**src/rtl/instr_register_ctrl.sv**
```systemverilog
// Instruction register controller.
// Runs a 32-entry instruction register as a circular queue. Two requesters
// compete for one write slot per cycle and one consumer reads the oldest
// entry. Write and read side effects appear one cycle after acceptance.
// Optional feature macro: INSTR_CTRL_RR_EN selects round-robin arbitration.
// Without it, arbitration is fixed priority with req0 winning.

package instr_register_pkg;
    typedef enum logic [3:0] {
        ZERO  = 4'd0,
        PASSA = 4'd1,
        PASSB = 4'd2,
        ADD   = 4'd3,
        SUB   = 4'd4,
        MULT  = 4'd5,
        DIV   = 4'd6,
        MOD   = 4'd7
    } opcode_t;
    typedef logic signed [31:0] operand_t;
    typedef logic [4:0]         address_t;
endpackage

module instr_register_ctrl
    import instr_register_pkg::*;
(
    input  logic       clk,
    input  logic       reset_n,
    input  logic       req0_valid,
    input  opcode_t    req0_opcode,
    input  operand_t   req0_op_a,
    input  operand_t   req0_op_b,
    output logic       req0_ready,
    input  logic       req1_valid,
    input  opcode_t    req1_opcode,
    input  operand_t   req1_op_a,
    input  operand_t   req1_op_b,
    output logic       req1_ready,
    input  logic       rd_req,
    output logic       rd_ready,
    output logic       rd_valid,
    output logic       load_en,
    output address_t   write_pointer,
    output address_t   read_pointer,
    output operand_t   operand_a,
    output operand_t   operand_b,
    output opcode_t    opcode,
    output logic [5:0] count,
    output logic       full,
    output logic       empty
);

    address_t   wp_q, wp_d;
    address_t   rp_q, rp_d;
    logic [5:0] count_q, count_d;
    logic       load_en_q, load_en_d;
    logic       rd_valid_q, rd_valid_d;
    address_t   write_pointer_q, write_pointer_d;
    address_t   read_pointer_q, read_pointer_d;
    operand_t   operand_a_q, operand_a_d;
    operand_t   operand_b_q, operand_b_d;
    opcode_t    opcode_q, opcode_d;

    logic grant0;
    logic grant1;
    logic wr_acc;
    logic rd_acc;
    logic full_w;
    logic empty_w;

    // Status is derived from the registered occupancy only, so a read in the
    // same cycle never frees a slot for a write in that cycle.
    assign full_w  = (count_q == 6'd32);
    assign empty_w = (count_q == 6'd0);

`ifdef INSTR_CTRL_RR_EN
    // 1 = req1 was granted last, 0 = req0 was granted last.
    logic last1_q, last1_d;

    // Round-robin: on contention grant whoever was not granted last.
    always_comb begin
        grant0  = req0_valid && (!req1_valid || last1_q);
        grant1  = req1_valid && (!req0_valid || !last1_q);
        last1_d = last1_q;
        if (wr_acc) begin
            last1_d = grant1;
        end
    end

    // Arbitration pointer; advances only when a write is actually accepted.
    always_ff @(posedge clk or negedge reset_n) begin
        if (!reset_n) begin
            last1_q <= 1'b1;
        end else begin
            last1_q <= last1_d;
        end
    end
`else
    // Fixed priority: req0 always wins on contention.
    always_comb begin
        grant0 = req0_valid;
        grant1 = req1_valid && !req0_valid;
    end
`endif

    assign wr_acc     = (grant0 || grant1) && !full_w;
    assign rd_acc     = rd_req && !empty_w;
    assign req0_ready = grant0 && !full_w;
    assign req1_ready = grant1 && !full_w;
    assign rd_ready   = !empty_w;

    // Next-state for queue pointers, occupancy and the register-drive outputs.
    always_comb begin
        wp_d            = wp_q;
        rp_d            = rp_q;
        count_d         = count_q;
        load_en_d       = wr_acc;
        rd_valid_d      = rd_acc;
        write_pointer_d = write_pointer_q;
        read_pointer_d  = read_pointer_q;
        operand_a_d     = operand_a_q;
        operand_b_d     = operand_b_q;
        opcode_d        = opcode_q;

        if (wr_acc) begin
            wp_d            = wp_q + 5'd1;
            write_pointer_d = wp_q;
            if (grant0) begin
                opcode_d    = req0_opcode;
                operand_a_d = req0_op_a;
                operand_b_d = req0_op_b;
            end else begin
                opcode_d    = req1_opcode;
                operand_a_d = req1_op_a;
                operand_b_d = req1_op_b;
            end
        end

        if (rd_acc) begin
            rp_d           = rp_q + 5'd1;
            read_pointer_d = rp_q;
        end

        if (wr_acc && !rd_acc) begin
            count_d = count_q + 6'd1;
        end else if (rd_acc && !wr_acc) begin
            count_d = count_q - 6'd1;
        end
    end

    // State registers; reset clears everything, dropping any in-flight transfer.
    always_ff @(posedge clk or negedge reset_n) begin
        if (!reset_n) begin
            wp_q            <= '0;
            rp_q            <= '0;
            count_q         <= '0;
            load_en_q       <= 1'b0;
            rd_valid_q      <= 1'b0;
            write_pointer_q <= '0;
            read_pointer_q  <= '0;
            operand_a_q     <= '0;
            operand_b_q     <= '0;
            opcode_q        <= ZERO;
        end else begin
            wp_q            <= wp_d;
            rp_q            <= rp_d;
            count_q         <= count_d;
            load_en_q       <= load_en_d;
            rd_valid_q      <= rd_valid_d;
            write_pointer_q <= write_pointer_d;
            read_pointer_q  <= read_pointer_d;
            operand_a_q     <= operand_a_d;
            operand_b_q     <= operand_b_d;
            opcode_q        <= opcode_d;
        end
    end

    assign load_en       = load_en_q;
    assign rd_valid      = rd_valid_q;
    assign write_pointer = write_pointer_q;
    assign read_pointer  = read_pointer_q;
    assign operand_a     = operand_a_q;
    assign operand_b     = operand_b_q;
    assign opcode        = opcode_q;
    assign count         = count_q;
    assign full          = full_w;
    assign empty         = empty_w;

endmodule
```
**config.mk**
```make
export PLATFORM = sky130hd
export DESIGN_NAME = instr_register_ctrl
export DESIGN_NICKNAME = d
export VERILOG_FILES = /design/src/rtl/instr_register_ctrl.sv
export SDC_FILE = /design/constraint.sdc
export NUM_CORES = 1
export LEC_CHECK = 0
export CORE_MARGIN = 5
export CORE_UTILIZATION = 43
export CTS_CLUSTER_SIZE = 30
export DETAILED_ROUTE_END_ITERATION = 12
export HOLD_SLACK_MARGIN = 0.03
export PLACE_DENSITY = 0.91
export RECOVER_POWER = 25
export SLEW_MARGIN = 30
export SYNTH_ARGS = -nofsm -noshare
export SYNTH_HDL_FRONTEND = slang
export SYNTH_SLANG_ARGS = --single-unit
```
**constraint.sdc**
```tcl
create_clock -name clk -period 6.9 [get_ports clk]
set_input_delay 1.38 -clock clk [delete_from_list [all_inputs] [get_ports clk]]
set_output_delay 1.38 -clock clk [all_outputs]
set_load 0.1 [all_outputs]
```
==> results.py <==
metrics = {
    "synth": {
        "synth_adder_area_share_pct": 2.356,
        "yosysUniqueCellTypes": 35,
        "synth_seq_cells": 96,
        "synthCells": 405,
        "syn_nets": 554,
        "yosys_warnings": 0,
        "synth_xor_area_share_pct": 2.110,
        "synth_top_family_by_area": "multiplexers",
        "synth_area_per_cell_um2": 11.28,
        "synth-edff-count": 0,
        "synth-simple-area-share_pct": 8.630,
        "synth-compound-area-share_pct": 10.52,
        "synthFlopType": "dfrtp_1",
        "synth-async-reset-ratio_pct": 100.0,
        "synthesis.area_mm2": 0.004567,
        "seq_area_frac_synth_pct": 52.60,
        "synth_mux_area_share_pct": 18.58,
    },
    "critical_path": {
        "cp_top_family": "compound AO/OA/AOI/OAI gates",
        "crit_chain": "buf_4 -> o32a_1 -> ha_1 -> inv_1 -> ha_1 -> a211oi_1 -> or3b_2 -> nand4_1 -> a221o_1",
        "cp.required_ns": 7.14,
        "crit_buf_inv": 2,
        "worst-setup-path-type": "input port to flop",
        "cpMaxStageDelayCell": "o32a_1",
        "critPathCaptureType": "flop",
        "start_kind": "input port",
        "max_stage_delay_ns": 1.38,
        "crit_fanout": 53,
        "crit_top_cell": "ha_1",
        "crit_arrival_ns": 5.12,
    },
    "sta": {
        "setup_violations": 0,
        "hold_viol": 0,
        "post-route-min-period_ns": 4.880,
        "relSlewSlack_pct": -63.63,
        "worst_pin_slew_ns": 2.454,
        "holdWs_ns": 0.4860,
        "fmax_mhz": 204.9,
        "setup_tns_ns": 0,
        "clock_skew_ns": 0.009882,
        "drv_slew": 103,
        "rsz0062_at_grt": "false",
        "post-route-period-util_pct": 70.72,
        "timing.final.ws_setup_ns": 2.020,
    },
    "finish": {
        "drive_gt1_share_pct": 5.246,
        "final_cell_mix": "clkdlybuf4s50_1 (226), dfrtp_1 (96), nor2_1 (71)",
        "area_growth_pct": 53.70,
        "nFillCells": 787,
        "final_common_cell": "clkdlybuf4s50_1",
        "final_net_count": 773,
        "n_antenna_cell": 0,
        "finalInstanceArea_mm2": 0.007019,
    },
    "routing": {
        "drt_iter0_drc": 138,
        "via_per_inst": 4.962,
        "routedLengthMet1_um": 4904,
        "met2_length_um": 6692,
        "wl_um": 12870,
        "wl_met3_um": 1077,
        "wl_per_cell_um": 16.82,
        "drc": 0,
        "first_pass_iters": 4,
        "dr.max_layer_used": "met4",
        "antenna_left": 0,
        "vias": 3796,
    },
    "cts": {
        "postCtsSetupRepairBufs": 0,
        "cts_buffer_depth": 2,
        "cts_made_buffers": 9,
        "cts_num_sinks": 96,
        "insertion_delay_ns": 0.35,
        "cts_root_buffer": "clkbuf_8",
        "htreeDepth": 3,
        "cts_tree": "yes",
        "ctsResizeCount": 0,
        "ctsHoldBuffers": 0,
        "clk_pin_slew_ns": 0.08,
    },
    "flow_run": {
        "cap_violations": 2,
    },
    "power": {
        "cellPowerDensity_mw_per_mm2": 424.3,
        "leakagePower_nw": 3.040,
        "max-vdd-ir-drop_mv": 0.3362,
    },
    "floorplan": {
        "start_util_pct": 44.24,
        "rows": 37,
        "core_mm2": 0.01032,
        "die_area_mm2": 0.01278,
        "io_pins": 232,
        "die_x_um": 113.1,
        "die_height_um": 113.1,
    },
    "hold_path": {
        "hold_path_class": "flop to flop",
    },
    "grt": {
        "track_usage_pct": 19.98,
        "grt_pass1_vias": 4102,
        "grt_pass1_wl_um": 20600,
        "antenna_found_initial": 0,
        "grt_max_degree": 97,
        "overflow": 0,
    },
    "placed_design": {
        "dpl_cell_area_mm2": 0.006855,
        "dpl.hpwl_um": 10100,
        "place_ws_ns": 2.254,
        "place.gp.congestion": 0.8105,
        "port_buffers": 231,
    },
    "run_status": {
        "violations": "capacitance limit, slew limit",
        "status": "finished, violations left",
    },
}
stage by stage:
| step | std cells | power, W | utilization [%] |
|---|---|---|---|
| 6_report | 765 | 0.002978 | 67.99 |
| 2_1_floorplan | 405 | 0.002171 | - |
| 5_1_grt | 765 | 0.003121 | 67.99 |
| 3_3_place_gp | 749 | 0.002583 | 66.40 |
| 4_1_cts | 765 | 0.003021 | 68.42 |
| 3_5_place_dp | 749 | 0.002637 | 66.40 |
worst reg2reg max path, cell delays in order (launching register included):
cell      delay (ns)
dfrtp_1         0.46
or4_1           0.63
o31ai_1         1.04
ha_1            0.46
inv_1           0.14
ha_1            0.32
a211oi_1        0.43
or3b_2          0.21
nand4_1         0.09
a221o_1         0.26
report_power, final:
part	internal, W	switching, W
registers	0.000722	0.000122
logic	0.000472	0.00129
clock network	0.000188	0.000188
total	0.00138	0.00160
registers in the layout, indices dropped and copies added, names as in the netlist:
name,count
opcode,4
load_en,1
rp_q,5
write_pointer,5
operand_b,32
operand_a,32
wp_q,5
read_pointer,5
count,6
rd_valid,1
metal layers:
layer  up-vias  global-route usage [%]
li1       1836                       -
met1      1800                   22.84
met2       144                   35.70
met3        16                   6.364
met4         0                   5.929
met5         -                       0
cells by family (layout without fill, tap and decap cells):
kind of cell	count (synthesis)	count (layout)
compound gates	84	84
flops	96	96
buf+inv	33	257
simple gates	92	92
fa+ha+maj	8	8
xor+xnor	11	11
mux	81	81
cells in the mapped netlist (2+ instances only):
| cell type | count | share of area [%] |
|---|---|---|
| dfrtp_1 | 96 | 53 |
| nor2_1 | 71 | 5.8 |
| a21oi_1 | 70 | 7.7 |
| mux2i_1 | 69 | 15 |
| buf_6 | 15 | 3.7 |
| clkbuf_1 | 9 | 0.74 |
| ha_1 | 7 | 1.9 |
| inv_1 | 7 | 0.58 |
| mux2_2 | 6 | 1.5 |
| mux2_4 | 6 | 2.0 |
| xnor2_1 | 6 | 1.2 |
| xor2_1 | 5 | 0.96 |
| nand2_1 | 4 | 0.33 |
| nand4_1 | 4 | 0.55 |
| nor2b_1 | 3 | 0.41 |
| nor3b_1 | 3 | 0.49 |
| o21ai_0 | 3 | 0.33 |
| nand3_1 | 2 | 0.22 |
| nor3_1 | 2 | 0.22 |
| o211ai_1 | 2 | 0.33 |
layout make-up:
cell class | count | area, µm² | area share, %
sequential | 96 | 2402 | 34.22
timing repair buffer | 234 | 2316 | 32.99
multi-input combinational | 276 | 1897 | 27.02
tap | 136 | 170.2 | 2.424
clock buffer | 12 | 155.1 | 2.210
clock inverter | 4 | 52.55 | 0.7487
inverter | 7 | 26.28 | 0.3743
worst paths after layout:
check / from / end / slack (ns) / cells past startpoint
hold / removal: wp_q[4] / wp_q[4] / 0.49 / 1
setup / recovery: req0_valid / count[5] / 2.02 / 9
hold reg to reg: wp_q[4] / wp_q[4] / 0.49 / 1
max in group asynchronous: reset_n / operand_b[29] / 3.42 / 2
setup reg to reg: count[0] / count[5] / 2.76 / 9
min in group asynchronous: reset_n / rp_q[4] / 1.76 / 1
Power figures use the tool's default switching activity.
==> patch: new RTL, config.mk and constraints unchanged <==
Add a define of `INSTR_CTRL_RR_EN`.
--- a/src/rtl/instr_register_ctrl.sv
+++ b/src/rtl/instr_register_ctrl.sv
@@ -6,2 +6,4 @@
 // Without it, arbitration is fixed priority with req0 winning.
+
+`define INSTR_CTRL_RR_EN
 
Behaviour: not the same (a bounded check fails within 4 cycles, from zero or initial values and one cycle with reset_n low).
==> patch against the original RTL <==
The flow still finishes with violations (capacitance limit, slew limit). Sequential share of layout area is 1.2 points higher. Area after synthesis is 6.9% lower. Wire length grew 6.8%. Synthesized cell count increased by 3.7%. Setup slack better by 0.19 ns. Total power grew 11%. Sequential cell count up 1. Count of clock-buffer cells in the layout up 2. Design area shrank 2.4%. Critical path type is now in2out. Largest cell class unchanged. Largest power group unchanged. Highest routed layer unchanged.
==> patch: results <==
group,metric,value,unit
run_status,outcome,"finished with violations",
run_status,failed_checks,"capacitance limit, slew limit",
setup_path,ff2ff_path_depth,9,
placed_design,placed_area,6670,um^2
global_route,first_global_vias,4239,
routing,num_vias,4126,
synth,syn_inst,420,
synth,synth.distinct_cells,38,
global_route,grt_pass1_wl,20800,um
sta,finalMaxSlewViolations,108,
placed_design,gp_congestion,0.873,
synth,synthTopCellsByArea,"dfrtp_1 (56%), o22ai_1 (10%), a21oi_1 (8.4%), nor2_1 (6.5%), mux2_2 (3.2%)",
setup_path,reg2reg_slack,2.75,ns
routing,vias_per_cell,5.33,
placed_design,hpwlAfterDp,10300,um
routing,dr.pass1.iters,4,
finish,layout-drive-gt1-share,6.08,%
hold_path,hold_end,"rp_q[4]$_DFFE_PN0P_",
sta,timing.fmax,213,MHz
finish,layout.nets,785,
routing,wire_per_inst,17.8,um
flow_run,max_cap_violations,2,
routing,m1WireLength,5030,um
global_route,grt_use_total,22.3,%
synth,synthAdderAreaFrac,2.53,%
setup_path,path_max_fanout,4,
pwr,ir_drop,0.439,mV
synth,synth-xor-area-share,2.27,%
sta,fin_skew,0.0128,ns
pwr,leakagePower,2.74,nW
global_route,use_met2,39.5,%
synth,syn_nets,569,
hold_path,whs_path_depth,1,
routing,dr_wl_met2,7110,um
synth,ys_seq_area_share,57.1,%
sta,slew_headroom,-104,%
setup_path,crit_end,"req1_ready",
synth,synth_common_cells,"dfrtp_1 (96), nor2_1 (74), a21oi_1 (71), o22ai_1 (68), clkbuf_1 (26)",
synth,ys_async_sr_fraction,100,%
routing,drt_iter0_markers,181,
sta,whs,0.470,ns
placed_design,place_inst,758,
hold_path,holdCritStartpoint,"rp_q[4]$_DFFE_PN0P_",
global_route,grt_max_degree,80,
synth,muxShareOfSynthArea,3.41,%
finish,n_antenna_cell,0,
global_route,grt_use_met1,24.5,%
setup_path,crit_arrival,3.31,ns
routing,route.met3.wl,1160,um
synth,synth_compound_area_share,21.3,%
global_route,use_met3,6.28,%
patch: cells by family after synthesis:
kind of cell,count (synthesis)
and+or+nand+nor,96
adders and majority gates,8
xor gates and xnor gates,11
DFF,97
muxes,13
buffers and inverters,40
AOI/OAI and AO/OA,155
patch: where the power goes:
| part | switching (mW) | total (mW) | internal [mW] |
|---|---|---|---|
| registers | 0.137 | 0.890 | 0.753 |
| clock network | 0.184 | 0.381 | 0.197 |
| logic | 1.50 | 2.02 | 0.522 |
patch: critical path, stage by stage:
cell and delay, ns:
clkdlybuf4s50_1 0.50, nand2_1 0.13, nand2_2 0.06, nor2_1 0.10, clkdlybuf4s50_1 1.14
patch: cell type report:
cell class                      count  area, um^2
Sequential cell                    97        2430
Multi-Input combinational cell    283        1680
Tap cell                          133         166
Inverter                            9        33.8
Fill cell                         716        2880
Timing Repair Buffer              236        2330
Clock buffer                       14         173
Clock inverter                      2        35.0
